===== src/rtl/vga_pkg.sv =====
// Shared constants and types for the VGA-side per-frame control blocks.
// Geometry of the active area, motion FSM states and edge_hit bit positions.
package vga_pkg;

  localparam int H_ACTIVE = 640;
  localparam int V_ACTIVE = 480;

  typedef enum logic [1:0] {
    ST_WAIT,
    ST_CALC,
    ST_COMMIT
  } motion_state_e;

  localparam int EDGE_L = 3;
  localparam int EDGE_R = 2;
  localparam int EDGE_T = 1;
  localparam int EDGE_B = 0;

endpackage


===== src/rtl/vga_frame_tick.sv =====
// One-cycle registered pulse at the first pixel of the first blanking line.
// Shared by any block that needs a once-per-frame event from vga_timing.
module vga_frame_tick
  import vga_pkg::*;
#(
  parameter int unsigned TICK_LINE = V_ACTIVE
) (
  input  logic       clk_i,
  input  logic       rst_ni,
  input  logic [9:0] h_cnt_i,
  input  logic [9:0] v_cnt_i,
  output logic       frame_tick_o
);

  logic tick_q, tick_d;

  assign tick_d = (h_cnt_i == 10'd0) && (v_cnt_i == 10'(TICK_LINE));

  always_ff @(posedge clk_i or negedge rst_ni) begin
    if (!rst_ni) tick_q <= 1'b0;
    else         tick_q <= tick_d;
  end

  assign frame_tick_o = tick_q;

endmodule


===== src/rtl/logo_motion_ctrl.sv =====
// Bouncing-logo position generator: moves the logo once every FRAMES_PER_STEP
// frames, only during vertical blanking, reflecting off the active-area edges.
module logo_motion_ctrl
  import vga_pkg::*;
#(
  parameter int LOGO_W          = 64,
  parameter int LOGO_H          = 64,
  parameter int INIT_X          = 430,
  parameter int INIT_Y          = 50,
  parameter int FRAMES_PER_STEP = 2
) (
  input  logic       pclk_i,
  input  logic       rst_ni,
  input  logic [9:0] h_cnt_i,
  input  logic [9:0] v_cnt_i,
  input  logic       pause_i,
  input  logic [1:0] speed_i,
  output logic [9:0] logo_x_o,
  output logic [9:0] logo_y_o,
  output logic       dir_x_o,
  output logic       dir_y_o,
  output logic       bounce_o,
  output logic [3:0] edge_hit_o
);

  localparam logic signed [10:0] XMAX_S   = 11'(H_ACTIVE - LOGO_W);
  localparam logic signed [10:0] YMAX_S   = 11'(V_ACTIVE - LOGO_H);
  localparam logic [7:0]         CNT_LAST = 8'(FRAMES_PER_STEP - 1);

  motion_state_e     state_q, state_d;
  logic [7:0]        cnt_q, cnt_d;
  logic [9:0]        x_q, x_d, y_q, y_d;
  logic              dx_q, dx_d, dy_q, dy_d;
  logic signed [10:0] nx_q, nx_d, ny_q, ny_d;
  logic              bounce_q, bounce_d;
  logic [3:0]        edge_q, edge_d;
  logic [3:0]        hit;
  logic              frame_tick;
  logic signed [10:0] x_s, y_s, step_s;

  vga_frame_tick #(
    .TICK_LINE (V_ACTIVE)
  ) u_frame_tick (
    .clk_i        (pclk_i),
    .rst_ni       (rst_ni),
    .h_cnt_i      (h_cnt_i),
    .v_cnt_i      (v_cnt_i),
    .frame_tick_o (frame_tick)
  );

  assign x_s    = signed'({1'b0, x_q});
  assign y_s    = signed'({1'b0, y_q});
  assign step_s = signed'({9'b0, speed_i}) + 11'sd1;

  always_ff @(posedge pclk_i or negedge rst_ni) begin
    if (!rst_ni) begin
      state_q  <= ST_WAIT;
      cnt_q    <= '0;
      x_q      <= 10'(INIT_X);
      y_q      <= 10'(INIT_Y);
      dx_q     <= 1'b1;
      dy_q     <= 1'b0;
      nx_q     <= '0;
      ny_q     <= '0;
      bounce_q <= 1'b0;
      edge_q   <= '0;
    end else begin
      state_q  <= state_d;
      cnt_q    <= cnt_d;
      x_q      <= x_d;
      y_q      <= y_d;
      dx_q     <= dx_d;
      dy_q     <= dy_d;
      nx_q     <= nx_d;
      ny_q     <= ny_d;
      bounce_q <= bounce_d;
      edge_q   <= edge_d;
    end
  end

  always_comb begin
    state_d  = state_q;
    cnt_d    = cnt_q;
    x_d      = x_q;
    y_d      = y_q;
    dx_d     = dx_q;
    dy_d     = dy_q;
    nx_d     = nx_q;
    ny_d     = ny_q;
    bounce_d = 1'b0;
    edge_d   = edge_q;
    hit      = '0;
    unique case (state_q)
      ST_WAIT: begin
        // pause freezes the frame counter as well as the position
        if (frame_tick && !pause_i) begin
          if (cnt_q == CNT_LAST) begin
            cnt_d   = '0;
            state_d = ST_CALC;
          end else begin
            cnt_d = cnt_q + 8'd1;
          end
        end
      end
      ST_CALC: begin
        nx_d    = dx_q ? (x_s + step_s) : (x_s - step_s);
        ny_d    = dy_q ? (y_s + step_s) : (y_s - step_s);
        state_d = ST_COMMIT;
      end
      ST_COMMIT: begin
        if (dx_q && (nx_q >= XMAX_S)) begin
          x_d         = XMAX_S[9:0];
          dx_d        = 1'b0;
          hit[EDGE_R] = 1'b1;
        end else if (!dx_q && (nx_q <= 11'sd0)) begin
          x_d         = '0;
          dx_d        = 1'b1;
          hit[EDGE_L] = 1'b1;
        end else begin
          x_d = nx_q[9:0];
        end
        if (dy_q && (ny_q >= YMAX_S)) begin
          y_d         = YMAX_S[9:0];
          dy_d        = 1'b0;
          hit[EDGE_B] = 1'b1;
        end else if (!dy_q && (ny_q <= 11'sd0)) begin
          y_d         = '0;
          dy_d        = 1'b1;
          hit[EDGE_T] = 1'b1;
        end else begin
          y_d = ny_q[9:0];
        end
        edge_d   = hit;
        bounce_d = |hit;
        state_d  = ST_WAIT;
      end
      default: state_d = ST_WAIT;
    endcase
  end

  assign logo_x_o   = x_q;
  assign logo_y_o   = y_q;
  assign dir_x_o    = dx_q;
  assign dir_y_o    = dy_q;
  assign bounce_o   = bounce_q;
  assign edge_hit_o = edge_q;

endmodule


===== config.mk =====
export PLATFORM = sky130hd
export DESIGN_NAME = logo_motion_ctrl
export DESIGN_NICKNAME = d
export VERILOG_FILES = /design/src/rtl/vga_pkg.sv /design/src/rtl/vga_frame_tick.sv /design/src/rtl/logo_motion_ctrl.sv
export SDC_FILE = /design/constraint.sdc
export NUM_CORES = 1
export LEC_CHECK = 0
export CORE_MARGIN = 2
export CORE_UTILIZATION = 35
export CTS_BUF_LIST = sky130_fd_sc_hd__clkbuf_4 sky130_fd_sc_hd__clkbuf_8
export CTS_CLUSTER_DIAMETER = 60
export CTS_CLUSTER_SIZE = 30
export DETAILED_ROUTE_END_ITERATION = 7
export PLACE_DENSITY = 0.63
export SLEW_MARGIN = 20
export SYNTH_ARGS = -nofsm -noshare
export SYNTH_HDL_FRONTEND = slang
export SYNTH_SLANG_ARGS = --single-unit

===== constraint.sdc =====
create_clock -name pclk_i -period 4.85 [get_ports pclk_i]
set_input_delay 0.485 -clock pclk_i [delete_from_list [all_inputs] [get_ports pclk_i]]
set_output_delay 0.485 -clock pclk_i [all_outputs]
set_load 0.02 [all_outputs]

==> summary.md, run 1 <==
| Metric | Value |
|---|---|
| Run status | `finished clean` |
| Die Area | `around 11000 µm²` |
| Cts repair resizes | `0` |
| Yosys top cell by area | `dfrtp_1` |
| CTS H-tree lvls | `3` |
| Share of layout cells above drive strength 1 | `0.0813` |
| Port bufs | `51` |
| Kind of cell adding the most delay to the critical path | `buffers and inverters` |
| CTS tree | `built` |
| Num CTS Buffers | `9` |
| Cells after synthesis | `about 400` |
| Clock Latency Late Sink | `around 0.33 ns` |
| DRT Pass-1 Iters | `4` |
| Starting Density | `0.364` |
| Synth top cells by count | `nand2_1, dfrtp_1, o21ai_0` |
| GRT Util Overall | `0.168` |
| CP peak stage delay | `about 0.57 ns` |
| Area share of and/or/nand/nor cells after synthesis | `0.210` |
| Worst vdd rail ir drop | `between 0.1 and 0.15 mV` |
| DRC | `0` |
| DR top layer | `met4` |
| Largest family of logic cells by synthesized area | `simple AND/OR/NAND/NOR gates` |
| Post-synthesis adder-cell area fraction | `0.0766` |
| RSZ-0062 raised after global routing | `false` |
| Max-Cap Viols | `0` |
| Post-DR wirelength/cell | `around 16 µm` |
| Critical path fanouts, max | `6` |
| First DRT Iteration DRCs | `157` |
| Final nets | `a little under 500` |
| Final WL | `between 8000 and 9000 µm` |
| Ports | `52` |
| Clk slew on worst S/H paths | `around 0.070 ns` |
| Worst-path cell chain | `clkdlybuf4s50_1 -> inv_1 -> ha_1 -> xor2_1 -> inv_1 -> fa_1 -> and2b_1 -> o21a_2 -> a21oi_1 -> or4_1 -> a31oi_1` |
| Met2 WL post-DR | `about 4200 µm` |
| Hold_ws | `a little over 0.3 ns` |
| Relative max-transition margin | `0.495` |
| Crit end category | `flip-flop` |
| # Post-CTS Setup Buffers | `0` |
| Pwr dens | `between 200 and 250 nW/µm²` |
| Crit path kind | `primary input to flip-flop` |
| Cell mode on critical path | `inv_1` |
| Fin. max-slew vios | `0` |
| Req. time, crit path | `a little over 5 ns` |
| Metal-1 WL | `approximately 4300 µm` |
| FF-to-FF setup slack | `~2.0 ns` |
| Fraction of registers with async set or reset after synthesis | `1.00` |
| Synthesis-to-finish area growth | `21.8%` |
| Die X | `105 µm` |
| Share of the synthesized area in the top cell type | `0.348` |
| Antenna viol nets, final | `0` |
| CTS root buffer | `clkbuf_8` |
| Synth Area in Compound Gates | `0.202` |
| Cell Area, Synth | `around 3600 µm²` |
| Crit path arrival time | `between 3 and 4 ns` |
| Sequential share of the synthesized area | `0.421` |
| Antenna violations before repair | `0` |
| Slew @ Worst Pin | `0.758 ns` |
| Final min period | `3.12 ns` |
| Std cell rows | `36` |
| Vias in the first global route | `~3k` |
| Final cell count without fillers | `approximately 580` |
| Grt total ovfl | `0` |
| Max Clock Skew | `~0.0084 ns` |
| Yosys warns | `0` |
| Cell Area, Placed | `4200 µm²` |
| Final setup viols | `0` |
| Crit path buffers/inverters | `3` |
| Clk sink count | `60` |
| Global-route wire length before repair | `14900 µm` |
| Main area contributors after synthesis | `dfrtp_1, nand2_1, dfstp_2, ha_1, o21ai_0` |
| Max frequency | `approximately 320 MHz` |
| Final hold viol count | `0` |
| Max stage delay cell, worst path | `clkdlybuf4s50_1` |
| # diodes | `0` |
| Inst Count DP | `approximately 560` |
| Avg Cell Area, Syn | `between 9 and 10 µm²` |
| Mux cell area share after synthesis | `0.00279` |
| Top_reg_cell synth | `dfrtp_1` |
| Post-synth EDFFs | `0` |
| CTS Buffer Depth | `2` |
| Tcrit/Tclk final | `0.643` |
| Leak | `1.85 nW` |
| Critical Path Start Type | `primary input` |
| Worst Hold Class | `primary input to async pin` |
| Largest net degree at the start of global routing | `61` |
| Die height | `about 110 µm` |
| Final core utilization | `0.444` |
| DP HPWL | `between 6000 and 7000 µm` |
| XOR/XNOR share of the synthesized area | `0.0512` |
| Synth Register Bits | `60` |
| Most common cell in the netlist | `nand2_1` |
| Syn nets | `about 440` |
| Setup TNS | `0 ns` |
| Fin area | `4380 µm²` |
| Vias per inst | `5.37` |
| Yosys cell types | `between 50 and 60` |
| Core footprint | `between 9000 and 10000 µm²` |
| Via count | `~3.1k` |
| Hold buffer count at cts | `0` |
| Met3 Wirelength | `344 µm` |
| GPL Wtd Cong | `roughly 0.86` |
per-layer routing:
layer  vias to the layer above  global-route usage
li1                       1508                   -
met1                      1512               0.234
met2                        65               0.260
met3                        10              0.0383
met4                         0              0.0514
met5                         -                   0
logic make-up after synthesis:
kind of cell,Yosys count
AND/OR/NAND/NOR,149
AO/OA/AOI/OAI,112
adder cells (fa/ha/maj),21
flip-flops,60
XOR/XNOR,21
multiplexers,1
buffers and inverters,32
flip-flops by register name (all words and copies together) (netlist names):
name / count
cnt_q: 8
logo_y_o: 10
dir_x_o: 1
ny_q: 11
nx_q: 11
state_q: 2
logo_x_o: 10
bounce_o: 1
dir_y_o: 1
u_frame_tick.frame_tick_o: 1
edge_hit_o: 4
metrics by stage:
stage	total power, W	setup slack, ns
global route	0.00101	1.57
detailed placement	0.000566	1.37
global placement	0.000564	1.46
floorplan	0.000530	1.97
CTS	0.000983	1.72
finish	0.000969	1.73
cells in the final DEF (no fill, tap or decap), types with 10 or more instances in the layout:
cell type	Yosys	final
inv_1	10	10
xnor2_1	13	13
dfstp_2	10	10
a31oi_1	10	10
ha_1	18	18
nor2_1	16	16
nand2_1	71	71
o21ai_0	38	38
dfrtp_1	50	50
clkbuf_8	0	11
clkdlybuf4s50_1	0	50
a21oi_1	11	11
worst paths after layout:
check,start,to,depth (start not counted)
max,speed_i[0],ny_q[8],11
min,rst_ni,edge_hit_o[2],2
max reg2reg,dir_y_o,ny_q[8],9
min reg2reg,cnt_q[7],cnt_q[7],1
max in group asynchronous,rst_ni,u_frame_tick.frame_tick_o,2
min in group pclk_i,cnt_q[7],cnt_q[7],1
power breakdown:
group	switching [W]	internal (W)	leakage, nW
clock network	0.000192	0.000221	0.0961
registers	0.00000000112	0.000501	0.687
logic	0.0000283	0.0000269	1.07
total	0.000221	0.000748	1.85
layout make-up:
type | count | area (µm²)
Fill cell | 966 | 5490
Sequential cell | 60 | 1510
Clock inverter | 2 | 10.0
Inverter | 10 | 37.5
Clock buffer | 13 | 166
Multi-Input combinational cell | 304 | 1950
Tap cell | 133 | 166
Timing Repair Buffer | 54 | 528
No activity file was read; power rests on OpenSTA's default activity.
==> run 2: changes to the inputs <==
- PLACE_DENSITY: 0.63 -> 0.66
- clock period: 4.85 -> 2.6 ns (I/O delays scaled with it)
==> summary.md, run 2 (same netlist as run 1, synthesis figures left out) <==
| Metric | Value |
|---|---|
| Run status | `finished clean` |
| R2R Path End | `ny_q[8]` |
| Std cell rows | `36 (unchanged)` |
| Die Area | `11100 µm² (unchanged)` |
| Core footprint | `9860 µm² (unchanged)` |
| Pwr dens | `405 nW/µm² (+83%)` |
| Final hold viol count | `0 (unchanged)` |
| Final nets | `518 (+7.0%)` |
| Max frequency | `421 MHz` |
| Final min period | `around 2.4 ns` |
| CTS H-tree lvls | `3 (unchanged)` |
| Setup TNS | `0 ns (unchanged)` |
| Critical path fanouts, max | `3 (-3)` |
| Die height | `105 µm (unchanged)` |
| Most common cell after layout, fill and taps aside | `nand2_1` |
| Via count | `3160 (+2.1%)` |
| Relative max-transition margin | `0.532 (+0.0375)` |
| Final WL | `8940 µm (about the same)` |
| Tcrit/Tclk final | `0.913` |
| Max-Cap Viols | `0 (unchanged)` |
| Grt total ovfl | `0 (unchanged)` |
| Inst Count DP | `593 (+5.7%)` |
| Register-to-Register Path Depth | `9 (unchanged)` |
| Ports | `52 (unchanged)` |
| Final cell count without fillers | `610 (+5.9%)` |
| GRT Util Overall | `0.168 (-0.000285)` |
| Final setup viols | `0 (unchanged)` |
| Clock Latency Late Sink | `0.33 ns (about the same)` |
| Fill cells | `901 (-6.7%)` |
| Crit path buffers/inverters | `1 (-2)` |
| Post-DR wirelength/cell | `14.7 µm (-5.5%)` |
| DP HPWL | `6580 µm (+4.0%)` |
| Cell Area, Placed | `4460 µm² (+6.2%)` |
| Fin. max-slew vios | `0 (unchanged)` |
| RSZ-0062 raised after global routing | `false` |
| Clk sink count | `60 (unchanged)` |
| CTS root buffer | `clkbuf_8` |
| Die X | `105 µm (unchanged)` |
| Worst Hold Class | `flip-flop to flip-flop` |
| Most frequent cells in the layout | `nand2_1, dfrtp_1, clkdlybuf4s50_1` |
| Antenna violations before repair | `0 (unchanged)` |
| Worst setup path start | `dir_y_o` |
| Global-route wire length before repair | `15100 µm (+1.2%)` |
| Critical Path Start Type | `flip-flop` |
| CTS Buffer Depth | `2 (unchanged)` |
| # diodes | `0 (unchanged)` |
| Worst-path cell chain | `nor2_2 -> xor2_2 -> inv_1 -> fa_2 -> and2b_1 -> o21a_2 -> a21oi_1 -> or4_1 -> a31oi_1` |
| Largest registers | `nx_q: 11 flops, ny_q: 11 flops` |
| FF-to-FF setup slack | `0.23 ns (-1.78 ns)` |
| Crit path arrival time | `2.63 ns (-0.75 ns)` |
| Max stage delay cell, worst path | `or4_1` |
| Place WS | `-0.451 ns (-1.82 ns)` |
| Port bufs | `51 (unchanged)` |
| Reg-to-reg critical path startpoint | `dir_y_o` |
| Leak | `2.05 nW (+11%)` |
| Kind of cell adding the most delay to the critical path | `simple AND/OR/NAND/NOR gates` |
| Crit path to | `ny_q[8]` |
| Share of layout cells above drive strength 1 | `0.166 (+0.0844)` |
| First DRT Iteration DRCs | `210 (+34%)` |
| Vias in the first global route | `2993 (+1.6%)` |
| Synthesis-to-finish area growth | `31.4%` |
| Starting Density | `0.364 (unchanged)` |
| Req. time, crit path | `2.86 ns (-2.25 ns)` |
| CTS tree | `built` |
| Crit path kind | `flip-flop to flip-flop` |
| Worst vdd rail ir drop | `0.197 mV (+60%)` |
| Cell depth of the worst setup path | `9 (-2)` |
| Antenna viol nets, final | `0 (unchanged)` |
| CP peak stage delay | `0.49 ns (-0.08 ns)` |
| Fin worst setup slack | `0.227 ns (-1.50 ns)` |
| Clk slew on worst S/H paths | `0.07 ns (about the same)` |
| Crit end category | `flip-flop` |
| Slew @ Worst Pin | `0.697 ns (-0.0609 ns)` |
| Fin area | `4720 µm² (+7.9%)` |
| Num CTS Buffers | `9 (unchanged)` |
| DRT Pass-1 Iters | `5 (+1)` |
| DRC | `0 (unchanged)` |
| Max Clock Skew | `0.00746 ns (-0.000934 ns)` |
| GPL Wtd Cong | `0.850 (-1.4%)` |
| Vias per inst | `5.18 (-3.6%)` |
| Largest net degree at the start of global routing | `36 (-41%)` |
run 2: cell type report:
type                            count  area (µm²)  area share
Clock inverter                      4        48.8      0.0103
Tap cell                          133         166      0.0352
Multi-Input combinational cell    304        2000       0.423
Timing Repair Buffer               88         803       0.170
Sequential cell                    60        1520       0.321
Clock buffer                       11         151      0.0321
Inverter                           10        37.5     0.00795
run 2: worst min-delay path by stage:
stage | from | slack (ns) | endpoint | cells after the start
5_1_grt | cnt_q[7] | 0.48 | cnt_q[7] | 1
3_5_place_dp | rst_ni | 0.34 | nx_q[1] | 1
3_3_place_gp | rst_ni | 0.33 | nx_q[2] | 1
2_1_floorplan | rst_ni | -0.04 | bounce_o | 0
4_1_cts | cnt_q[7] | 0.47 | cnt_q[7] | 1
6_report | cnt_q[7] | 0.47 | cnt_q[7] | 1
run 2: routing by layer:
layer,track usage,vias up,part of all wire
li1,-,1573,-
met1,0.238,1506,0.49
met2,0.257,74,0.45
met3,0.0322,7,0.046
met4,0.0571,0,0.011
met5,0,-,0
run 2: power breakdown:
group / switching (W) / internal, W
clock network: 0.000357 / 0.000488
logic: 0.0000617 / 0.0000733
registers: 0.00000000218 / 0.000934
run 2: worst register-to-register path: cells and delay by family, from the launching register on:
family | cells | cell delay [ns]
and+or+nand+nor | 3 | 0.85
buffers and inverters | 1 | 0.08
AOI/OAI and AO/OA | 3 | 0.39
adders and majority gates | 1 | 0.34
DFF | 1 | 0.43
xor gates and xnor gates | 1 | 0.20
run 2: through the flow:
step / hold WS [ns] / total power [W] / utilization
after floorplan: -0.0356 / 0.000989 / -
after global placement: 0.335 / 0.00108 / 0.452
after detailed placement: 0.343 / 0.00108 / 0.452
after CTS: 0.471 / 0.00193 / 0.475
after global routing: 0.477 / 0.00200 / 0.479
final: 0.471 / 0.00191 / 0.479
run 2: what timing repair did:
item	in CTS	in global routing
pin swaps	1	2
endpoints found under the setup margin	3	10
cloned	0	0
hold buffers	1	0
gates resized for setup	2	7
buffers inserted	0	1
hold endpoints to repair	22	0
